--- src/rtl/vga_pixel_sink.sv ---
// vga_pixel_sink: clips and buffers plotted pixels, drains them into a 160x120 frame-buffer write port, full-screen clear.
// Optional VGA_PIXEL_SINK_STATS_EN adds saturating write/clip counters.
module vga_pixel_sink #(
  parameter int X_SCREEN_PIXELS = 160,
  parameter int Y_SCREEN_PIXELS = 120,
  parameter int FIFO_DEPTH = 4
) (
  input  logic        iClock,
  input  logic        iResetn,
  input  logic [7:0]  iX,
  input  logic [6:0]  iY,
  input  logic [2:0]  iColour,
  input  logic        iPlot,
  input  logic        iClear,
  input  logic [2:0]  iClearColour,
  input  logic        iMemReady,
  output logic [14:0] oAddr,
  output logic [2:0]  oData,
  output logic        oWrEn,
  output logic        oFull,
  output logic        oOverflow,
  output logic        oBusy,
  output logic        oDone
`ifdef VGA_PIXEL_SINK_STATS_EN
  ,
  output logic [15:0] oWriteCount,
  output logic [15:0] oClipCount
`endif
);
  localparam int AW = $clog2(FIFO_DEPTH);
  localparam int CW = AW + 1;
  localparam logic [14:0] LAST = 15'(X_SCREEN_PIXELS * Y_SCREEN_PIXELS - 1);
  typedef enum logic [1:0] {S_IDLE, S_DRAIN, S_CLEAR} state_t;
  state_t state;
  logic [17:0] mem [FIFO_DEPTH];
  logic [AW-1:0] wr_ptr, rd_ptr;
  logic [CW-1:0] count;
  logic clear_pend;
  logic [2:0] clr_col;
  logic on_screen, push, pop, xfer, clear_go;
  logic [14:0] pix_addr;
  assign on_screen = int'(iX) < X_SCREEN_PIXELS && int'(iY) < Y_SCREEN_PIXELS;
  assign oFull = count == CW'(FIFO_DEPTH);
  assign push = iPlot && on_screen && !oFull;
  // output register may reload when empty or its current write is being accepted
  assign xfer = !oWrEn || iMemReady;
  assign clear_go = state != S_CLEAR && (iClear || clear_pend) && xfer;
  assign pop = state != S_CLEAR && !(iClear || clear_pend) && count != '0 && xfer;
  assign pix_addr = ({8'b0, iY} << 7) + ({8'b0, iY} << 5) + {7'b0, iX};
  assign oBusy = state == S_CLEAR || count != '0 || oWrEn;
  always_ff @(posedge iClock)
    if (push) mem[wr_ptr] <= {pix_addr, iColour};
  always_ff @(posedge iClock or negedge iResetn)
    if (!iResetn) begin
      state <= S_IDLE;
      wr_ptr <= '0;
      rd_ptr <= '0;
      count <= '0;
      clear_pend <= 1'b0;
      clr_col <= '0;
      oAddr <= '0;
      oData <= '0;
      oWrEn <= 1'b0;
      oOverflow <= 1'b0;
      oDone <= 1'b0;
    end else begin
      oDone <= 1'b0;
      if (push) wr_ptr <= wr_ptr + 1'b1;
      if (pop) rd_ptr <= rd_ptr + 1'b1;
      count <= count + CW'(push) - CW'(pop);
      if (iPlot && on_screen && oFull) oOverflow <= 1'b1;
      if (clear_go) begin
        state <= S_CLEAR;
        clear_pend <= 1'b0;
        oAddr <= '0;
        oData <= clear_pend ? clr_col : iClearColour;
        oWrEn <= 1'b1;
      end else if (state == S_CLEAR) begin
        if (iMemReady && oAddr == LAST) begin
          oWrEn <= 1'b0;
          oDone <= 1'b1;
          state <= (count != '0 || push) ? S_DRAIN : S_IDLE;
        end else if (iMemReady) oAddr <= oAddr + 1'b1;
      end else begin
        if (state == S_DRAIN && iClear && !clear_pend) begin
          clear_pend <= 1'b1;
          clr_col <= iClearColour;
        end
        if (xfer) oWrEn <= pop;
        if (pop) {oAddr, oData} <= mem[rd_ptr];
        state <= (push || count != '0 || (oWrEn && !iMemReady)) ? S_DRAIN : S_IDLE;
      end
    end
`ifdef VGA_PIXEL_SINK_STATS_EN
  always_ff @(posedge iClock or negedge iResetn)
    if (!iResetn) begin
      oWriteCount <= '0;
      oClipCount <= '0;
    end else begin
      if (oWrEn && iMemReady && state != S_CLEAR && oWriteCount != 16'hFFFF) oWriteCount <= oWriteCount + 1'b1;
      if (iPlot && !on_screen && oClipCount != 16'hFFFF) oClipCount <= oClipCount + 1'b1;
    end
`endif
endmodule
--- config.mk ---
export PLATFORM = sky130hd
export DESIGN_NAME = vga_pixel_sink
export DESIGN_NICKNAME = d
export VERILOG_FILES = /design/src/rtl/vga_pixel_sink.sv
export SDC_FILE = /design/constraint.sdc
export NUM_CORES = 1
export LEC_CHECK = 0
export ABC_AREA = 1
export CAP_MARGIN = 20
export CELL_PAD_IN_SITES_DETAIL_PLACEMENT = 1
export CELL_PAD_IN_SITES_GLOBAL_PLACEMENT = 1
export CORE_ASPECT_RATIO = 1.25
export CORE_MARGIN = 2
export CORE_UTILIZATION = 48
export DETAILED_ROUTE_END_ITERATION = 6
export GPL_TIMING_DRIVEN = 1
export PLACE_DENSITY = 0.83
export SLEW_MARGIN = 20
export SYNTH_ARGS = -nofsm -noshare
export SYNTH_HDL_FRONTEND = slang
export SYNTH_SLANG_ARGS = --single-unit
--- constraint.sdc ---
create_clock -name iClock -period 3.7 [get_ports iClock]
set_clock_uncertainty 0.2 [all_clocks]
set_input_delay 0.555 -clock iClock [delete_from_list [all_inputs] [get_ports iClock]]
set_output_delay 0.555 -clock iClock [all_outputs]
set_load 0.05 [all_outputs]
==> results of run 1 <==
[metal layers]
layer  global-route usage (%)  share of wire [%]
met1                     26.0                 41
met2                     40.3                 53
met3                     3.53                2.9
met4                     10.4                2.7
met5                        0                  0
[report_power, final]
| part | switching [mW] | internal [mW] | total, mW |
|---|---|---|---|
| registers | 0.229 | 1.59 | 1.81 |
| logic | 1.68 | 0.779 | 2.46 |
| clock network | 0.437 | 0.465 | 0.903 |
[metrics by stage]
stage	instances	cell area [um^2]	setup WS, ns	power, mW	utilization (%)
3_5_place_dp	750	6010	0.339	4.30	54.5
2_1_floorplan	573	5390	0.609	3.59	-
4_1_cts	766	6290	0.681	5.23	57.1
6_report	766	6290	0.709	5.18	57.1
5_1_grt	766	6290	0.533	5.54	57.1
3_3_place_gp	750	6010	0.463	4.17	54.5
[area by class of cell]
class | instances | area share, %
clock inverters | 6 | 0.795
inverters | 60 | 3.60
clock buffers | 10 | 3.64
flip-flops and latches | 106 | 47.9
repair buffers | 58 | 8.83
multi-input cells | 391 | 32.6
well taps | 135 | 2.68
[sequential cells by signal, summed over array words and instances, names as in the netlist]
| name | count |
|---|---|
| oOverflow | 1 |
| oData | 3 |
| wr_ptr | 2 |
| oDone | 1 |
| rd_ptr | 2 |
| mem | 72 |
| count | 3 |
| clr_col | 3 |
| oWrEn | 1 |
| state | 2 |
| clear_pend | 1 |
| oAddr | 15 |
[kinds of logic after synthesis]
logic type	after synthesis	synth area share (%)
buf+inv	76	6.04
xor+xnor	10	1.63
mux	1	0.209
flops	106	55.9
simple gates	303	24.5
compound gates	54	5.97
fa+ha+maj	23	5.76
[final timing paths]
check | to | slack [ns] | start
setup / recovery | mem[2][17] | 0.71 | iX[7]
setup reg to reg | count[1] | 1.01 | state[0]
min in group asynchronous | clr_col[0] | 0.44 | iResetn
hold / removal | oOverflow | 0.28 | oOverflow
hold reg to reg | oOverflow | 0.28 | oOverflow
max in group asynchronous | oAddr[13] | 2.51 | iResetn
[cell usage after synthesis, types with 4 or more instances]
| cell type | instances | area (um^2) |
|---|---|---|
| xor2_1 | 9 | 78.8 |
| nand2_1 | 163 | 612 |
| o21ai_1 | 4 | 20.0 |
| edfxtp_1 | 72 | 2160 |
| o21ai_0 | 19 | 95.1 |
| dfrtp_1 | 34 | 851 |
| a21oi_1 | 18 | 90.1 |
| nor3_1 | 5 | 25.0 |
| nand4_1 | 10 | 62.6 |
| ha_1 | 20 | 250 |
| buf_2 | 9 | 45.0 |
| inv_1 | 50 | 188 |
| o21ai_2 | 7 | 61.3 |
| nand3_1 | 52 | 260 |
| nor2_1 | 51 | 191 |
| nand2_2 | 10 | 62.6 |
| inv_2 | 8 | 30.0 |
==> metrics.yaml, run 1 <==
num_vias: 4096
fillers: 1238
synth_area_um2: 5390
first_iter_violations: 138
cp_cell_sequence: "clkdlybuf4s50_1 -> inv_1 -> fa_1 -> inv_1 -> fa_1 -> nand3_1 -> nand3_1 -> nand2_1 -> nand2_1 -> nand2_1 -> nand2_1 -> a21oi_1 -> nor2_1"
area_growth_syn_to_layout_pct: 16.8
seq_area_frac_synth_pct: 55.9
critPathMaxStageDelay_ns: 0.53
cts-root-buf: "clkbuf_16"
cellLeakagePower_nw: 2.69
synthArstFlopShare_pct: 32.1
htree_levels: 3
worstHoldPathType: "reg -> reg"
dieHeight_um: 122
final_cell_mix: "nand2_1, edfxtp_1, nand3_1"
worstSkewPairLatency_ns: 0.34
cp.depth: 13
grt_pass1_vias: 4400
track_usage_pct: 22.4
cts_setup_buffers: 0
drc_errors: 0
grt_max_degree: 38
fmax_mhz: 334
finalCritPeriodShare_pct: 80.8
clock-sinks: 106
synth.distinct_cells: 37
multiInputGateArea_um2: 2050
synth_flop_cell: "edfxtp_1"
rsz0062_at_grt: "false"
end_kind: "register"
fin_tns_setup_ns: 0
clk_path_buf_depth: 2
crit_family: "adder cells"
crit_buf_inv: 3
dieArea_um2: 12100
startpoint_type: "input port"
cts_tree: "done"
ctsHoldBuffers: 0
gr-total-overflow: 0
place_hpwl_mm: 9.38
slowest_stage: "fa_1"
antenna_found_initial: 0
whs_ns: 0.284
ys_ff_latch: 106
reg2reg_depth: 12
regArea_um2: 3010
hold_violations: 0
slew_viol_final: 0
numCtsBuffers: 9
antenna_left: 0
hold_depth: 1
routabilityCongestion: 0.844
critPathKind: "in -> reg"
synth_warnings: 0
status: "finished clean"
powerDensity_nw_per_um2: 823
ir_worst_vdd_v: 0.000344
min_period_ns: 2.99
syn-num-nets: 622
grt_pass1_wl_mm: 21.0
antenna_cells: 0
wirelength_mm: 13.1
avgRoutedWirePerCell_um: 17.0
cts.clk_slew.worst_paths_ns: 0.07
drive_gt1_share_pct: 9.98
avgSynthCellArea_um2: 9.40
synth-edff-count: 72
dr.pass1.iters: 4
io_pins: 49
vias_per_cell: 5.35
chipWidth_um: 98.8
critPathMaxFanout: 4
post_cts_resized: 0
layout_commonest_cell: "nand2_1"
setup_viol: 0
syn_inst: 573
cp_data_required_time_ns: 3.59
worst_pin_slew_ns: 0.637
drv_cap: 0
crit_top_cell: "nand2_1"
core_um2: 11000
nets: 675
arrival_ns: 2.88
portBuffers: 48
start_util_pct: 48.8
slew_headroom_pct: 57.4
row_count: 43
Power figures use the tool's default switching activity.
==> inputs of run 2 (changes only) <==
--- a/config.mk
+++ b/config.mk
@@ -11,10 +11,10 @@
 export CELL_PAD_IN_SITES_GLOBAL_PLACEMENT = 1
 export CORE_ASPECT_RATIO = 1.25
 export CORE_MARGIN = 2
-export CORE_UTILIZATION = 48
+export CORE_UTILIZATION = 45
 export DETAILED_ROUTE_END_ITERATION = 6
 export GPL_TIMING_DRIVEN = 1
-export PLACE_DENSITY = 0.83
+export PLACE_DENSITY = 0.78
 export SLEW_MARGIN = 20
 export SYNTH_ARGS = -nofsm -noshare
 export SYNTH_HDL_FRONTEND = slang
==> constraint.sdc (replaced) <==
create_clock -name iClock -period 2.95 [get_ports iClock]
set_clock_uncertainty 0.2 [all_clocks]
set_input_delay 0.4425 -clock iClock [delete_from_list [all_inputs] [get_ports iClock]]
set_output_delay 0.4425 -clock iClock [all_outputs]
set_load 0.05 [all_outputs]
==> metrics.yaml, run 2 (synthesis results as in run 1) <==
cts_setup_buffers: 0
place_hpwl_mm: 9.51
grt_max_degree: 38
slew_viol_final: 0
worstHoldPathType: "in -> async"
numCtsBuffers: 9
drive_gt1_share_pct: 12.8
largest_reg_flops: 72
grt_pass1_wl_mm: 22.2
vias_per_cell: 5.17
gr-total-overflow: 0
cts.clk_slew.worst_paths_ns: 0.09
rsz0062_at_grt: "false"
fillers: 1356
area_growth_syn_to_layout_pct: 20.7
worst_pin_slew_ns: 0.853
r2r_setup_slack_ns: 0.43
end_kind: "output pin"
cts_tree: "done"
avgRoutedWirePerCell_um: 16.6
start_util_pct: 46.2
cellLeakagePower_nw: 2.77
drc_errors: 0
met1Wirelength_mm: 5.71
dr_wl_met2_mm: 6.99
startpoint: "count[1]"
critPathKind: "reg -> out"
whs_ns: -0.00384
track_usage_pct: 22.3
num_vias: 4157
top_regs: "mem x72, oAddr x15"
clock-sinks: 106
cts-root-buf: "clkbuf_16"
htree_levels: 3
antenna_found_initial: 0
failed_checks: "negative hold slack"
hold_violations: 6
setup_viol: 0
fmax_mhz: 357
grt_pass1_vias: 4538
finalPower_mw: 6.67
cp_data_required_time_ns: 2.31
reg2reg_from: "count[1]"
endpoint: "oBusy"
slew_headroom_pct: 43.1
dieArea_um2: 12900
chipWidth_um: 102
antenna_cells: 0
arrival_ns: 2.16
antenna_left: 0
postLayoutCoreUtil_pct: 55.7
portBuffers: 48
row_count: 44
first_iter_violations: 161
fin_area_um2: 6500
io_pins: 49
worstSkewPairLatency_ns: 0.35
wirelength_mm: 13.4
core_um2: 11700
wl_met3_um: 362
startpoint_type: "register"
finalCritPeriodShare_pct: 95.1
timing.rr.end: "count[2]"
drv_cap: 0
place_area_um2: 6180
clk_path_buf_depth: 2
layout_commonest_cell: "nand2_1"
ctsHoldBuffers: 0
highest_layer: "met4"
ir_worst_vdd_v: 0.000452
dr.pass1.iters: 4
final_cell_mix: "nand2_1, edfxtp_1, nand3_1"
status: "finished with violations"
routabilityCongestion: 0.821
powerDensity_nw_per_um2: 1030
fin_tns_setup_ns: 0
min_period_ns: 2.80
critPathMaxFanout: 4
reg2reg_depth: 10
dieHeight_um: 126
regMostFlops: "mem"
nets: 687
==> run 2: worst min-delay path by stage <==
stage | start | end | slack [ns] | depth (start not counted)
6_report | iResetn | oDone | -0.004 | 1
5_1_grt | iResetn | count[2] | 0.06 | 1
4_1_cts | iResetn | oAddr[10] | 0.03 | 1
3_5_place_dp | oOverflow | oOverflow | 0.26 | 1
3_3_place_gp | oOverflow | oOverflow | 0.26 | 1
2_1_floorplan | iResetn | clear_pend | -0.05 | 0
==> run 2: power by group <==
group | internal [mW] | switching (mW)
Sequential | 1.99 | 0.281
Clock | 0.605 | 0.603
Combinational | 1.04 | 2.16
Total | 3.63 | 3.04
==> run 2: metal layers <==
layer  up-vias  GRT usage (%)
li1       2019              -
met3        19           2.92
met5         -              0
met4         0           7.61
met2        76           40.4
met1      2043           27.0
==> run 2: repair_timing <==
| action | in CTS | in global routing |
|---|---|---|
| gates resized for setup | 0 | 4 |
| setup endpoints to repair | 0 | 8 |
| endpoints found under the hold margin | 0 | 0 |
==> run 2: layout make-up <==
type                       count  area (um^2)  area share (%)
sequential                   106         3010            46.3
clock inverter                 7         78.8            1.21
multi-input combinational    391         2070            31.8
clock buffer                   9          225            3.46
tap                          161          201            3.10
inverter                      60          226            3.48
timing repair buffer          70          691            10.6
==> run 2: worst max-delay path: stages, from the launching register on <==
cell and delay, ns:
dfrtp_1 0.44, nor2_1 0.13, nand2_1 0.17, or3_1 0.36, clkdlybuf4s50_1 0.71
==> run 2: per-stage QoR <==
| step | instances | worst slack (ns) |
|---|---|---|
| after floorplan | 573 | 0.153 |
| final | 804 | 0.146 |
| after global placement | 788 | -0.145 |
| after detailed placement | 788 | -0.201 |
| after CTS | 804 | 0.140 |
| after global routing | 804 | 0.0390 |
